`config.mk`:
```
export PLATFORM = sky130hd
export DESIGN_NAME = spi_flash_reader_flat
export DESIGN_NICKNAME = d
export VERILOG_FILES = /design/src/rtl/spi_flash_reader_pkg.sv /design/src/rtl/spi_flash_reader_if.sv /design/src/rtl/spi_flash_reader_spi_bit_shifter.sv /design/src/rtl/spi_flash_reader.sv /design/src/flat_wrapper.sv
export SDC_FILE = /design/constraint.sdc
export NUM_CORES = 1
export LEC_CHECK = 0
export CAP_MARGIN = 20
export CORE_MARGIN = 2
export CORE_UTILIZATION = 59
export DETAILED_ROUTE_END_ITERATION = 6
export PLACE_DENSITY_LB_ADDON = 0.25
export SYNTH_ARGS = -nofsm -noshare
export SYNTH_HDL_FRONTEND = slang
export SYNTH_SLANG_ARGS = --single-unit
```
`constraint.sdc`:
```
create_clock -name clk -period 3.7 [get_ports clk]
set_input_delay 0.74 -clock clk [delete_from_list [all_inputs] [get_ports clk]]
set_output_delay 0.74 -clock clk [all_outputs]
set_load 0.01 [all_outputs]
```
`src/rtl/spi_flash_reader_pkg.sv`:
```
// ---------------------------------------------------------------------------
// spi_flash_reader_pkg
// Shared constants and types for the SPI NOR boot/ROM fetch engine:
//   OPC_WAKE / OPC_READ : default flash opcodes (release deep power-down, READ)
//   WORD_BITS / ADDR_BITS: fetched word width and word-address width
//   state_t             : top-level sequencer state encoding
//   f_byte_addr         : word address -> 24-bit flash byte address
// ---------------------------------------------------------------------------
package spi_flash_reader_pkg;

   localparam logic [7:0] OPC_WAKE  = 8'hAB;
   localparam logic [7:0] OPC_READ  = 8'h03;
   localparam int         WORD_BITS = 32;
   localparam int         ADDR_BITS = 22;

   typedef enum logic [2:0] {
      ST_WAKE      = 3'd0,
      ST_WAKE_WAIT = 3'd1,
      ST_IDLE      = 3'd2,
      ST_CMD       = 3'd3,
      ST_DATA      = 3'd4,
      ST_ACK       = 3'd5,
      ST_OPEN      = 3'd6,
      ST_CSH       = 3'd7
   } state_t;

   // Words are 4 bytes, so the flash byte address is the word address times 4.
   function automatic logic [23:0] f_byte_addr(input logic [ADDR_BITS-1:0] i_word_addr);
      return {i_word_addr, 2'b00};
   endfunction

endpackage

```
`src/rtl/spi_flash_reader_if.sv`:
```
// ---------------------------------------------------------------------------
// spi_flash_reader_if
// ROM fetch handshake between the bus FSM (master) and the flash reader (slave).
//   rom_stb   : one-cycle request pulse            (master -> slave)
//   rom_addr  : 22-bit word address                (master -> slave)
//   rom_ack   : one-cycle pulse, rom_odata valid   (slave -> master)
//   rom_odata : fetched 32-bit word, held to next ack (slave -> master)
// ---------------------------------------------------------------------------
interface spi_flash_reader_if;
   import spi_flash_reader_pkg::*;

   logic                 rom_stb;
   logic [ADDR_BITS-1:0] rom_addr;
   logic                 rom_ack;
   logic [WORD_BITS-1:0] rom_odata;

   modport master (output rom_stb, output rom_addr, input rom_ack, input rom_odata);
   modport slave  (input rom_stb, input rom_addr, output rom_ack, output rom_odata);

endinterface

```
`src/rtl/spi_flash_reader_spi_bit_shifter.sv`:
```
// ---------------------------------------------------------------------------
// spi_bit_shifter
// Mode-0 SPI bit engine. Each bit is two clk: phase A (sck=0, mosi holds the
// bit, MSB first) then phase B (sck=1). miso is sampled on the edge that ends
// phase B. Ports:
//   clk, rst   : clock, async active-low reset
//   i_load     : start a transfer of i_nbits bits (1..32) taken from i_data MSB
//   i_nbits    : number of bits to shift
//   i_data     : outgoing bits, MSB-aligned
//   i_miso     : serial input from the flash
//   o_sck      : SPI clock (registered)
//   o_mosi     : serial output (registered)
//   o_busy     : transfer in progress
//   o_last     : high on the clk edge that completes the final bit
//   o_word     : received word including the bit sampled on the o_last edge
// ---------------------------------------------------------------------------
module spi_bit_shifter
   import spi_flash_reader_pkg::*;
(
   input  logic                 clk,
   input  logic                 rst,
   input  logic                 i_load,
   input  logic [5:0]           i_nbits,
   input  logic [WORD_BITS-1:0] i_data,
   input  logic                 i_miso,
   output logic                 o_sck,
   output logic                 o_mosi,
   output logic                 o_busy,
   output logic                 o_last,
   output logic [WORD_BITS-1:0] o_word
);

   logic                 r_busy;
   logic                 r_phase;
   logic [5:0]           r_cnt;
   logic [WORD_BITS-2:0] r_sh;   // bits still to send after the one on mosi
   logic [WORD_BITS-2:0] r_rx;   // bits received so far
   logic                 r_sck;
   logic                 r_mosi;

   // The final bit's closing edge: lets the sequencer chain the next load
   // on the same edge so no idle clk appears between fields.
   assign o_last = r_busy & r_phase & (r_cnt == 6'd1);
   assign o_word = {r_rx, i_miso};
   assign o_busy = r_busy;
   assign o_sck  = r_sck;
   assign o_mosi = r_mosi;

   // Bit phase sequencing, shift registers and registered SPI pins.
   always_ff @(posedge clk or negedge rst) begin
      if (!rst) begin
         r_busy  <= 1'b0;
         r_phase <= 1'b0;
         r_cnt   <= 6'd0;
         r_sh    <= {(WORD_BITS-1){1'b0}};
         r_rx    <= {(WORD_BITS-1){1'b0}};
         r_sck   <= 1'b0;
         r_mosi  <= 1'b0;
      end else if (i_load) begin
         r_busy  <= 1'b1;
         r_phase <= 1'b0;
         r_cnt   <= i_nbits;
         r_sh    <= i_data[WORD_BITS-2:0];
         r_sck   <= 1'b0;
         r_mosi  <= i_data[WORD_BITS-1];
      end else if (r_busy) begin
         if (!r_phase) begin
            r_phase <= 1'b1;
            r_sck   <= 1'b1;
         end else begin
            r_phase <= 1'b0;
            r_sck   <= 1'b0;
            r_rx    <= {r_rx[WORD_BITS-3:0], i_miso};
            r_sh    <= {r_sh[WORD_BITS-3:0], 1'b0};
            r_cnt   <= r_cnt - 6'd1;
            if (r_cnt == 6'd1) begin
               r_busy <= 1'b0;
               r_mosi <= 1'b0;
            end else begin
               r_mosi <= r_sh[WORD_BITS-2];
            end
         end
      end else begin
         r_sck <= 1'b0;
      end
   end

endmodule

```
`src/rtl/spi_flash_reader.sv`:
```
// ---------------------------------------------------------------------------
// spi_flash_reader
// Boot/ROM fetch engine: reads 32-bit big-endian words from SPI NOR flash with
// READ (0x03), wakes the flash from deep power-down after reset, and keeps the
// READ burst open so a request for last_addr+1 costs only the data phase.
// Ports:
//   clk, rst     : clock, async active-low reset
//   bus          : ROM handshake (slave modport of spi_flash_reader_if)
//   o_spi_ss     : chip select, active low
//   o_spi_sck    : SPI clock, mode 0, clk/2
//   o_spi_mosi   : serial out to flash
//   i_spi_miso   : serial in from flash
//   o_spi_io2/3  : WP# / HOLD#, held high
// ---------------------------------------------------------------------------
module spi_flash_reader
   import spi_flash_reader_pkg::*;
#(
   parameter logic [7:0] WAKE_CMD    = OPC_WAKE,
   parameter logic [7:0] READ_CMD    = OPC_READ,
   parameter int         WAKE_CYCLES = 600,
   parameter int         CSH_CYCLES  = 4,
   parameter bit         SEQ_EN      = 1'b1
) (
   input  logic                  clk,
   input  logic                  rst,
   spi_flash_reader_if.slave     bus,
   output logic                  o_spi_ss,
   output logic                  o_spi_sck,
   output logic                  o_spi_mosi,
   input  logic                  i_spi_miso,
   output logic                  o_spi_io2,
   output logic                  o_spi_io3
);

   localparam int CNT_MAX = (WAKE_CYCLES > CSH_CYCLES) ? WAKE_CYCLES : CSH_CYCLES;
   localparam int CNT_W   = $clog2(CNT_MAX + 1);

   state_t               r_state;
   state_t               w_state_nxt;
   logic                 r_ss;
   logic                 r_ack;
   logic [WORD_BITS-1:0] r_odata;
   logic [CNT_W-1:0]     r_cnt;
   logic [ADDR_BITS-1:0] r_addr;
   logic [ADDR_BITS-1:0] r_last_addr;
   logic                 r_pend;

   logic                 w_load;
   logic [5:0]           w_nbits;
   logic [WORD_BITS-1:0] w_ld_data;
   logic                 w_ss_nxt;
   logic                 w_ack_nxt;
   logic                 w_odata_en;
   logic                 w_cnt_clr;
   logic                 w_cnt_inc;
   logic                 w_addr_ld;
   logic                 w_pend_set;
   logic                 w_pend_clr;
   logic                 w_last_ld;
   logic [ADDR_BITS-1:0] w_req_addr;
   logic                 w_busy;
   logic                 w_last;
   logic [WORD_BITS-1:0] w_word;

   // A request captured during wake-up or while leaving an open burst wins over the live bus.
   assign w_req_addr = r_pend ? r_addr : bus.rom_addr;

   spi_bit_shifter u_shifter (
      .clk     (clk),
      .rst     (rst),
      .i_load  (w_load),
      .i_nbits (w_nbits),
      .i_data  (w_ld_data),
      .i_miso  (i_spi_miso),
      .o_sck   (o_spi_sck),
      .o_mosi  (o_spi_mosi),
      .o_busy  (w_busy),
      .o_last  (w_last),
      .o_word  (w_word)
   );

   // State register.
   always_ff @(posedge clk or negedge rst) begin
      if (!rst) begin
         r_state <= ST_WAKE;
      end else begin
         r_state <= w_state_nxt;
      end
   end

   // Next-state and per-state control strobes.
   always_comb begin
      w_state_nxt = r_state;
      w_load      = 1'b0;
      w_nbits     = 6'd32;
      w_ld_data   = {WORD_BITS{1'b0}};
      w_ss_nxt    = r_ss;
      w_ack_nxt   = 1'b0;
      w_odata_en  = 1'b0;
      w_cnt_clr   = 1'b0;
      w_cnt_inc   = 1'b0;
      w_addr_ld   = 1'b0;
      w_pend_set  = 1'b0;
      w_pend_clr  = 1'b0;
      w_last_ld   = 1'b0;
      case (r_state)
         ST_WAKE: begin
            if (bus.rom_stb) begin
               w_addr_ld  = 1'b1;
               w_pend_set = 1'b1;
            end else begin
               w_addr_ld  = 1'b0;
            end
            if (w_last) begin
               w_ss_nxt    = 1'b1;
               w_cnt_clr   = 1'b1;
               w_state_nxt = ST_WAKE_WAIT;
            end else if (!w_busy) begin
               // First cycle out of reset: shifter idle, start the wake opcode.
               w_load    = 1'b1;
               w_nbits   = 6'd8;
               w_ld_data = {WAKE_CMD, 24'h000000};
               w_ss_nxt  = 1'b0;
            end else begin
               w_load = 1'b0;
            end
         end
         ST_WAKE_WAIT: begin
            if (bus.rom_stb) begin
               w_addr_ld  = 1'b1;
               w_pend_set = 1'b1;
            end else begin
               w_addr_ld  = 1'b0;
            end
            if (r_cnt == CNT_W'(WAKE_CYCLES - 1)) begin
               w_state_nxt = ST_IDLE;
            end else begin
               w_cnt_inc = 1'b1;
            end
         end
         ST_IDLE: begin
            if (bus.rom_stb || r_pend) begin
               w_addr_ld   = ~r_pend;
               w_pend_clr  = 1'b1;
               w_load      = 1'b1;
               w_ld_data   = {READ_CMD, f_byte_addr(w_req_addr)};
               w_ss_nxt    = 1'b0;
               w_state_nxt = ST_CMD;
            end else begin
               w_ss_nxt = 1'b1;
            end
         end
         ST_CMD: begin
            if (w_last) begin
               w_load      = 1'b1;
               w_state_nxt = ST_DATA;
            end else begin
               w_load = 1'b0;
            end
         end
         ST_DATA: begin
            if (w_last) begin
               w_ack_nxt   = 1'b1;
               w_odata_en  = 1'b1;
               w_last_ld   = 1'b1;
               w_state_nxt = ST_ACK;
            end else begin
               w_ack_nxt = 1'b0;
            end
         end
         ST_ACK: begin
            if (SEQ_EN) begin
               w_state_nxt = ST_OPEN;
            end else begin
               w_ss_nxt    = 1'b1;
               w_cnt_clr   = 1'b1;
               w_state_nxt = ST_CSH;
            end
         end
         ST_OPEN: begin
            // The flash auto-increments its 24-bit address, and so does the
            // 22-bit compare, so wrap-around still counts as sequential.
            if (bus.rom_stb) begin
               w_addr_ld = 1'b1;
               if (bus.rom_addr == r_last_addr + 22'd1) begin
                  w_load      = 1'b1;
                  w_state_nxt = ST_DATA;
               end else begin
                  w_pend_set  = 1'b1;
                  w_ss_nxt    = 1'b1;
                  w_cnt_clr   = 1'b1;
                  w_state_nxt = ST_CSH;
               end
            end else begin
               w_addr_ld = 1'b0;
            end
         end
         ST_CSH: begin
            if (r_cnt == CNT_W'(CSH_CYCLES - 1)) begin
               if (r_pend) begin
                  w_pend_clr  = 1'b1;
                  w_load      = 1'b1;
                  w_ld_data   = {READ_CMD, f_byte_addr(r_addr)};
                  w_ss_nxt    = 1'b0;
                  w_state_nxt = ST_CMD;
               end else begin
                  w_state_nxt = ST_IDLE;
               end
            end else begin
               w_cnt_inc = 1'b1;
            end
         end
         default: begin
            w_ss_nxt    = 1'b1;
            w_state_nxt = ST_WAKE;
         end
      endcase
   end

   // Registered outputs, wait counter and burst/request bookkeeping.
   always_ff @(posedge clk or negedge rst) begin
      if (!rst) begin
         r_ss        <= 1'b1;
         r_ack       <= 1'b0;
         r_odata     <= {WORD_BITS{1'b0}};
         r_cnt       <= {CNT_W{1'b0}};
         r_addr      <= {ADDR_BITS{1'b0}};
         r_last_addr <= {ADDR_BITS{1'b0}};
         r_pend      <= 1'b0;
      end else begin
         r_ss  <= w_ss_nxt;
         r_ack <= w_ack_nxt;
         if (w_odata_en) begin
            r_odata <= w_word;
         end else begin
            r_odata <= r_odata;
         end
         if (w_cnt_clr) begin
            r_cnt <= {CNT_W{1'b0}};
         end else if (w_cnt_inc) begin
            r_cnt <= r_cnt + CNT_W'(1);
         end else begin
            r_cnt <= r_cnt;
         end
         if (w_addr_ld) begin
            r_addr <= bus.rom_addr;
         end else begin
            r_addr <= r_addr;
         end
         if (w_last_ld) begin
            r_last_addr <= r_addr;
         end else begin
            r_last_addr <= r_last_addr;
         end
         if (w_pend_set) begin
            r_pend <= 1'b1;
         end else if (w_pend_clr) begin
            r_pend <= 1'b0;
         end else begin
            r_pend <= r_pend;
         end
      end
   end

   assign bus.rom_ack   = r_ack;
   assign bus.rom_odata = r_odata;
   assign o_spi_ss      = r_ss;
   assign o_spi_io2     = 1'b1;
   assign o_spi_io3     = 1'b1;

endmodule
```
`src/flat_wrapper.sv`:
```
// flat-port wrapper written by rule: the top's interface ports become plain ports
module spi_flash_reader_flat import spi_flash_reader_pkg::*;
#(
   parameter logic [7:0] WAKE_CMD    = OPC_WAKE,
   parameter logic [7:0] READ_CMD    = OPC_READ,
   parameter int         WAKE_CYCLES = 600,
   parameter int         CSH_CYCLES  = 4,
   parameter bit         SEQ_EN      = 1'b1
)
  (clk, rst, o_spi_ss, o_spi_sck, o_spi_mosi, i_spi_miso, o_spi_io2, o_spi_io3, bus_rom_stb, bus_rom_addr, bus_rom_ack, bus_rom_odata);
  spi_flash_reader_if bus_i ();
  input  logic clk;
  input  logic rst;
  output logic o_spi_ss;
  output logic o_spi_sck;
  output logic o_spi_mosi;
  input  logic i_spi_miso;
  output logic o_spi_io2;
  output logic o_spi_io3;
  input wire logic [$bits(bus_i.rom_stb)-1:0] bus_rom_stb;
  input wire logic [$bits(bus_i.rom_addr)-1:0] bus_rom_addr;
  output wire logic [$bits(bus_i.rom_ack)-1:0] bus_rom_ack;
  output wire logic [$bits(bus_i.rom_odata)-1:0] bus_rom_odata;
  assign bus_i.rom_stb = bus_rom_stb;
  assign bus_i.rom_addr = bus_rom_addr;
  assign bus_rom_ack = bus_i.rom_ack;
  assign bus_rom_odata = bus_i.rom_odata;
  spi_flash_reader #(.WAKE_CMD(WAKE_CMD), .READ_CMD(READ_CMD), .WAKE_CYCLES(WAKE_CYCLES), .CSH_CYCLES(CSH_CYCLES), .SEQ_EN(SEQ_EN)) u_core (.clk(clk), .rst(rst), .bus(bus_i), .o_spi_ss(o_spi_ss), .o_spi_sck(o_spi_sck), .o_spi_mosi(o_spi_mosi), .i_spi_miso(i_spi_miso), .o_spi_io2(o_spi_io2), .o_spi_io3(o_spi_io3));
endmodule
```
# ---- After elaboration in Yosys (flattened, before gate mapping)
# Cells that the tools add are included.
dict set report word_totals {
  ramBits 0
  elab_cells 128
  latch_bits 0
  regBits 164
  output_inout_bits 38
  rom_bits 0
  inputBits 26
  memories 0
}
dict set report op_classes {
  n_addsub 3
  n_eq_ne 21
  div_mod_pow 0
  n_mux 72
  shifts 0
  multipliers 0
  n_lt_le_gt_ge 0
  reduce_logical 13
  n_bitwise 4
}
# op n
set op_table {}
lappend op_table {{$mux 32} 3}
lappend op_table {{$pmux 32 s3} 1}
lappend op_table {{$mux 31} 3}
lappend op_table {{$mux 26} 2}
lappend op_table {{$mux 1} 38}
lappend op_table {{$mux 6} 6}
lappend op_table {{$pmux 3 s8} 1}
lappend op_table {{$add 22x1->22 const B} 1}
lappend op_table {{$eq 22x22->1} 1}
lappend op_table {{$mux 22} 1}
lappend op_table {{$mux 3} 7}
lappend op_table {{$mux 10} 2}
lappend op_table {{$eq 3x3->1 const B} 4}
lappend op_table {{$add 10x1->10 const B} 1}
lappend op_table {{$eq 10x10->1 const B} 1}
lappend op_table {{$eq 10x2->1 const B} 1}
lappend op_table {{$ne 2x2->1 const B} 5}
lappend op_table {{$pmux 1 s2} 5}
lappend op_table {{$ne 2x1->1 const B} 4}
lappend op_table {{$reduce_bool 2->1} 4}
lappend op_table {{$reduce_and 7->1} 1}
lappend op_table {{$eq 3x2->1 const B} 2}
lappend op_table {{$eq 6x1->1 const B} 1}
lappend op_table {{$reduce_and 6->1} 1}
lappend op_table {{15 further kinds} 17}

# ---- Depth between registers and ports, before layout
dict set report depth {
  depth_word 7
  mapped_depth 11
  depth_no_buf 9
}

# ---- By module
# From an unflattened synthesis, not the netlist that was laid out.
dict set report unflattened {
  cells_unflattened 692
  area_unflattened_um2 8175.3
}
# module seq_area_each_um2 area_per_inst_um2 n_inst cells_per_inst
set by_module_without_submodules {}
lappend by_module_without_submodules {spi_flash_reader 2303.5 5003.5 1 432}
lappend by_module_without_submodules {spi_bit_shifter 1801.7 3171.8 1 260}

# ---- Worst setup path before layout
# No wires, ideal clock.
dict set report synth_path {
  path_type {input-to-reg}
  from {input port bus_rom_addr[6]}
  to {register u_core.u_shifter.r_rx[0]}
  required_time_ps 3575
  cell_stages 9
  slack_ps 483
  setup_time_ps 125
  arrival_ps 3092
  path_buffers 1
  path_cell_list {xnor2_1 > or3_4 > a2111oi_4 > nand4_1 > or4_4 > nor4_4 > nor3_2 > buf_6 > mux2_4}
}
dict set report synth_between {
  elab_chain_len 6
}
# element line_no
set synth_rtl {}
lappend synth_rtl {{start, declared} flat_wrapper.sv:21} ;# input wire logic [$bits(bus_i.rom_addr)-1:0] bus_rom_addr;
lappend synth_rtl {{$eq 22x22->1} spi_flash_reader.sv:185} ;# if (bus.rom_addr == r_last_addr + 22'd1) begin
lappend synth_rtl {{$mux 1} spi_flash_reader.sv:185}
lappend synth_rtl {{$mux 1} spi_flash_reader.sv:183} ;# if (bus.rom_stb) begin
lappend synth_rtl {{$pmux 1 s5} spi_flash_reader.sv:106} ;# case (r_state)
lappend synth_rtl {{$not 1->1 (no source line)} --}
lappend synth_rtl {{$reduce_and 3->1 (no source line)} --}
lappend synth_rtl {{end signal, assigned} spi_flash_reader_spi_bit_shifter.sv:56} ;# r_rx <= {(WORD_BITS-1){1'b0}};
lappend synth_rtl {{end signal, assigned} spi_flash_reader_spi_bit_shifter.sv:73} ;# r_rx <= {r_rx[WORD_BITS-3:0], i_miso};
lappend synth_rtl {{end, declared} spi_flash_reader_spi_bit_shifter.sv:37} ;# logic [WORD_BITS-2:0] r_rx;
# Every way passes these cells.
# A chain may end at the register's enable or synchronous reset.

# ---- Worst setup path in the final report
dict set report layout_path {
  from {register u_core.r_last_addr[1]}
  to {register u_core.u_shifter.r_sh[20]}
}
dict set report layout_between {
  elab_chain_len 7
  elab_cells_between_ends 9
  cone_classes {1 x add/sub; 1 x eq/ne; 4 x mux; 3 x reduce/logical}
}
# element line_no
set layout_rtl {}
lappend layout_rtl {{start, declared} spi_flash_reader.sv:45} ;# logic [ADDR_BITS-1:0] r_last_addr;
lappend layout_rtl {{start signal, assigned} spi_flash_reader.sv:228} ;# r_last_addr <= {ADDR_BITS{1'b0}};
lappend layout_rtl {{start signal, assigned} spi_flash_reader.sv:251} ;# r_last_addr <= r_addr;
lappend layout_rtl {{start signal, assigned} spi_flash_reader.sv:253} ;# r_last_addr <= r_last_addr;
lappend layout_rtl {{$add 22x1->22 *} spi_flash_reader.sv:185}
lappend layout_rtl {{$eq 22x22->1 *} spi_flash_reader.sv:185}
lappend layout_rtl {{$mux 1 *} spi_flash_reader.sv:185}
lappend layout_rtl {{$mux 1 *} spi_flash_reader.sv:183}
lappend layout_rtl {{$pmux 1 s5 *} spi_flash_reader.sv:106}
lappend layout_rtl {{$reduce_bool 2->1 (no source line)} --}
lappend layout_rtl {{$reduce_and 2->1 (no source line)} --}
lappend layout_rtl {{end signal, assigned} spi_flash_reader_spi_bit_shifter.sv:55} ;# r_sh <= {(WORD_BITS-1){1'b0}};
lappend layout_rtl {{end signal, assigned} spi_flash_reader_spi_bit_shifter.sv:63} ;# r_sh <= i_data[WORD_BITS-2:0];
lappend layout_rtl {{end signal, assigned} spi_flash_reader_spi_bit_shifter.sv:74} ;# r_sh <= {r_sh[WORD_BITS-3:0], 1'b0};
lappend layout_rtl {{end, declared} spi_flash_reader_spi_bit_shifter.sv:36} ;# logic [WORD_BITS-2:0] r_sh;
# Mark *: on every way between the ends. The rest lies on a longest branch, timed or not.

==> out/results.tsv <==
stage	metric	value	unit
run_status	run_status	finished with violations	
run_status	violations	DRC	
placement	place_area	0.008962	mm^2
synthesis	netlist_instances	703	
sta	final_max_slew_viol_count	0	
final_layout	syn_to_final_growth	18.78	%
detailed_routing	wl_met1	7751	um
cts	clk_pin_slew_worst_paths	70	ps
floorplan	die_x	121.0	um
floorplan	core	0.01330	mm^2
detailed_routing	drt_iter0_markers	398	
cts	numCtsBuffers	17	
detailed_routing	route.detailed.drc	1	
placement	dpl.hpwl	11610	um
floorplan	fp.dieH	121.0	um
critical_path	cp_slowest_cell	or4_1	
global_route	grt_pass1_vias	5952	
global_route	grt_antenna_before_repair	0	
cts	worst_skew_pair.late_latency	420	ps
final_layout	nets	795	
cts	cts_tree	done	
critical_path	cp_cell_sequence	ha_1 -> nand4_1 -> or4_1 -> or3_1 -> a31oi_1 -> a21o_2 -> nor4_4 -> buf_4 -> or3b_1 -> buf_4 -> o22a_1	
critical_path	crit_arrival	3840	ps
sta	worst_hold_slack	400.8	ps
critical_path	critPathMaxFanout	6	
placement	dp.cells	922	
floorplan	dieArea	0.01465	mm^2
floorplan	start_util	60.78	%
critical_path	path_common_cell	buf_4	
detailed_routing	routed_wl	17810	um
sta	fin_crit_sh	95.39	%
synthesis	synth_top_area_share	49.86	%
synthesis	synth_seq_area_share	50.19	%
global_route	grt_max_degree	91	
detailed_routing	via_per_inst	6.089	
synthesis	synthArstFlopShare	100.0	%
detailed_routing	met2WireLength	8856	um
cts	cts_root_buffer	clkbuf_16	
sta	fin_ws	170.4	ps
sta	worst_pin_slew	1117	ps
cts	post_cts_buffers	0	
sta	hold_viol_final	0	
detailed_routing	highest_layer	met4	
critical_path	crit_type	flop to flop	
detailed_routing	drt_pass1_iterations	7	
placement	routabilityCongestion	0.8491	
synthesis	yosysTopAreaCell	dfrtp_1	
critical_path	ff2ff_setup_slack	170	ps
cts	clock_sinks	162	
final_layout	drive_above_1_share	23.52	%
power_and_ir_drop	p_total	6.830	mW
floorplan	io_pins	64	
global_route	grt-ovfl-total	0	
detailed_routing	avgRoutedWirePerCell	18.67	um
detailed_routing	wl_met3	837	um
placement	place_ws	-210.6	ps
critical_path	end_kind	flop	
run	cap_violations	0	
sta	setup_viol	0	
min_path	hold_class	input port to async pin	
sta	slew_headroom	25.33	%
sta	min_period	3530	ps
global_route	grt_pass1_wl	29660	um
critical_path	crit_required	4010	ps
final_layout	final_common_cell	dfrtp_1	
cts	clk_path_buf_depth	2	
synthesis	synth-edff-count	0	
synthesis	ys.flop_type	dfrtp_1	
synthesis	ys_types	66	
sta	rsz0062_at_grt	no	
power_and_ir_drop	p_leak	4.107	nW
critical_path	critPathBufInv	2	
placement	portBuffers	61	
synthesis	synth.area.top_cells	dfrtp_1 50%, mux2_2 11%, mux2_4 5.6%	
detailed_routing	antenna_left	0	
synthesis	syn-cell-area	0.008080	mm^2
sta	fmax	283.3	MHz
global_route	grt_util_all_layers	25.63	%
cts	postCtsHoldBufs	0	
critical_path	cp_slowest_stage_delay	630	ps
critical_path	worstSetupStartpointType	flop	
power_and_ir_drop	ir_drop	0.0004620	V
critical_path	cpLargestDelayFamily	simple AND/OR/NAND/NOR gates	
final_layout	fin_area	0.009598	mm^2
final_layout	diodes	0	
power_and_ir_drop	powerDensity	711.6	mW/mm^2
synthesis	postSynthAreaPerCell	11.49	um^2
final_layout	layout.cells.non_filler	954	
final_layout	layout_common_cells	160 x dfrtp_1, 77 x mux2_2, 60 x clkdlybuf4s50_1	
cts	h-tree-depth	4	
synthesis	ys_warn_count	0	
sta	clock-skew-final	6.587	ps
detailed_routing	vias	5809	
floorplan	placementRows	42	
synthesis	synth_seq_cells	162	
[cell type report]
type / count / area, um^2
inverters: 8 / 30.03
clock buffers: 20 / 466.7
repair buffers: 82 / 844.6
multi-input cells: 494 / 3812
flip-flops and latches: 162 / 4056
fillers: 949 / 3697
clock inverters: 12 / 167.7
well taps: 176 / 220.2
[per-layer routing]
layer | global-route usage [%] | up-vias
li1 | - | 2677
met1 | 33.81 | 2940
met2 | 42.49 | 167
met3 | 5.404 | 25
met4 | 8.212 | 0
met5 | 0 | -
[through the flow]
step | utilization [%] | setup TNS [ps]
floorplan | - | 0
global placement | 67.41 | -8818
detailed placement | 67.41 | -12470
CTS | 72.18 | 0
global route | 72.19 | 0
finish | 72.19 | 0
[final timing paths]
check | end | start | depth (start not counted)
setup / recovery | u_core.u_shifter.r_sh[20]$_DFFE_PN0P_ | u_core.r_last_addr[1]$_DFFE_PN0P_ | 11
hold / removal | u_core.bus.rom_ack$_DFF_PN0_ | rst | 1
setup reg to reg | u_core.u_shifter.r_sh[20]$_DFFE_PN0P_ | u_core.r_last_addr[1]$_DFFE_PN0P_ | 11
hold reg to reg | u_core.o_spi_ss$_DFFE_PN1P_ | u_core.o_spi_ss$_DFFE_PN1P_ | 2
max in group asynchronous | u_core.u_shifter.r_rx[4]$_DFFE_PN0P_ | rst | 2
min in group clk | u_core.o_spi_ss$_DFFE_PN1P_ | u_core.o_spi_ss$_DFFE_PN1P_ | 2
[sequential cells by signal, summed over array words and instances, names as in the netlist]
name	cells
u_core.u_shifter.r_sh	29
u_core.bus.rom_ack	1
u_core.o_spi_ss	1
u_core.bus.rom_odata	32
u_core.u_shifter.r_rx	31
u_core.r_addr	22
u_core.u_shifter.r_phase	1
u_core.r_last_addr	22
u_core.r_state	3
u_core.u_shifter.o_sck	1
u_core.u_shifter.r_cnt	6
u_core.r_pend	1
u_core.u_shifter.o_busy	1
u_core.u_shifter.o_mosi	1
u_core.r_cnt	10
[synth_stat cells, drive strengths merged, types with 3 or more instances]
library cell	instances
dfrtp	161
mux2	107
nor2	49
nand2	42
o21ai	41
nor3	37
xnor2	25
a22oi	24
clkbuf	24
o22a	21
buf	16
nand4	15
xor2	15
nand3	13
inv	8
a21oi	7
nor4	7
and2	6
and3	6
mux2i	6
o31ai	6
or4	5
a31oi	4
ha	4
or3	4
and4	3
nand2b	3
nor3b	3
o21a	3
or2	3
or3b	3
[logic make-up (layout without fill, tap and decap cells)]
| family | after synthesis | count (layout) | synth area share, % |
|---|---|---|---|
| xor gates and xnor gates | 40 | 40 | 4.336 |
| and+or+nand+nor | 210 | 210 | 13.78 |
| buffers and inverters | 48 | 122 | 2.973 |
| muxes | 113 | 113 | 17.05 |
| other | 1 | 2 | 0.04641 |
| adders and majority gates | 4 | 4 | 0.6194 |
| DFF | 162 | 162 | 50.19 |
| AOI/OAI and AO/OA | 125 | 125 | 11.01 |
[power breakdown]
| group | internal, mW | switching, mW | total, mW |
|---|---|---|---|
| combinational | 1.19 | 1.17 | 2.36 |
| sequential | 2.22 | 0.370 | 2.59 |
| clock | 1.13 | 0.745 | 1.88 |
| total | 4.54 | 2.29 | 6.83 |
[worst register-to-register path: cells and delay by family, from the launching register on]
kind	cells	cell delay [ps]
AND/OR/NAND/NOR	5	1720
AO/OA/AOI/OAI	3	670
flip-flops	1	410
buffers and inverters	2	350
adder cells (fa/ha/maj)	1	250
[timing repair]
action,in CTS,in global routing
hold endpoints to repair,0,0
endpoints found under the setup margin,0,21
resized for setup,0,1
Note: power is estimated with default switching activity, not from simulation.
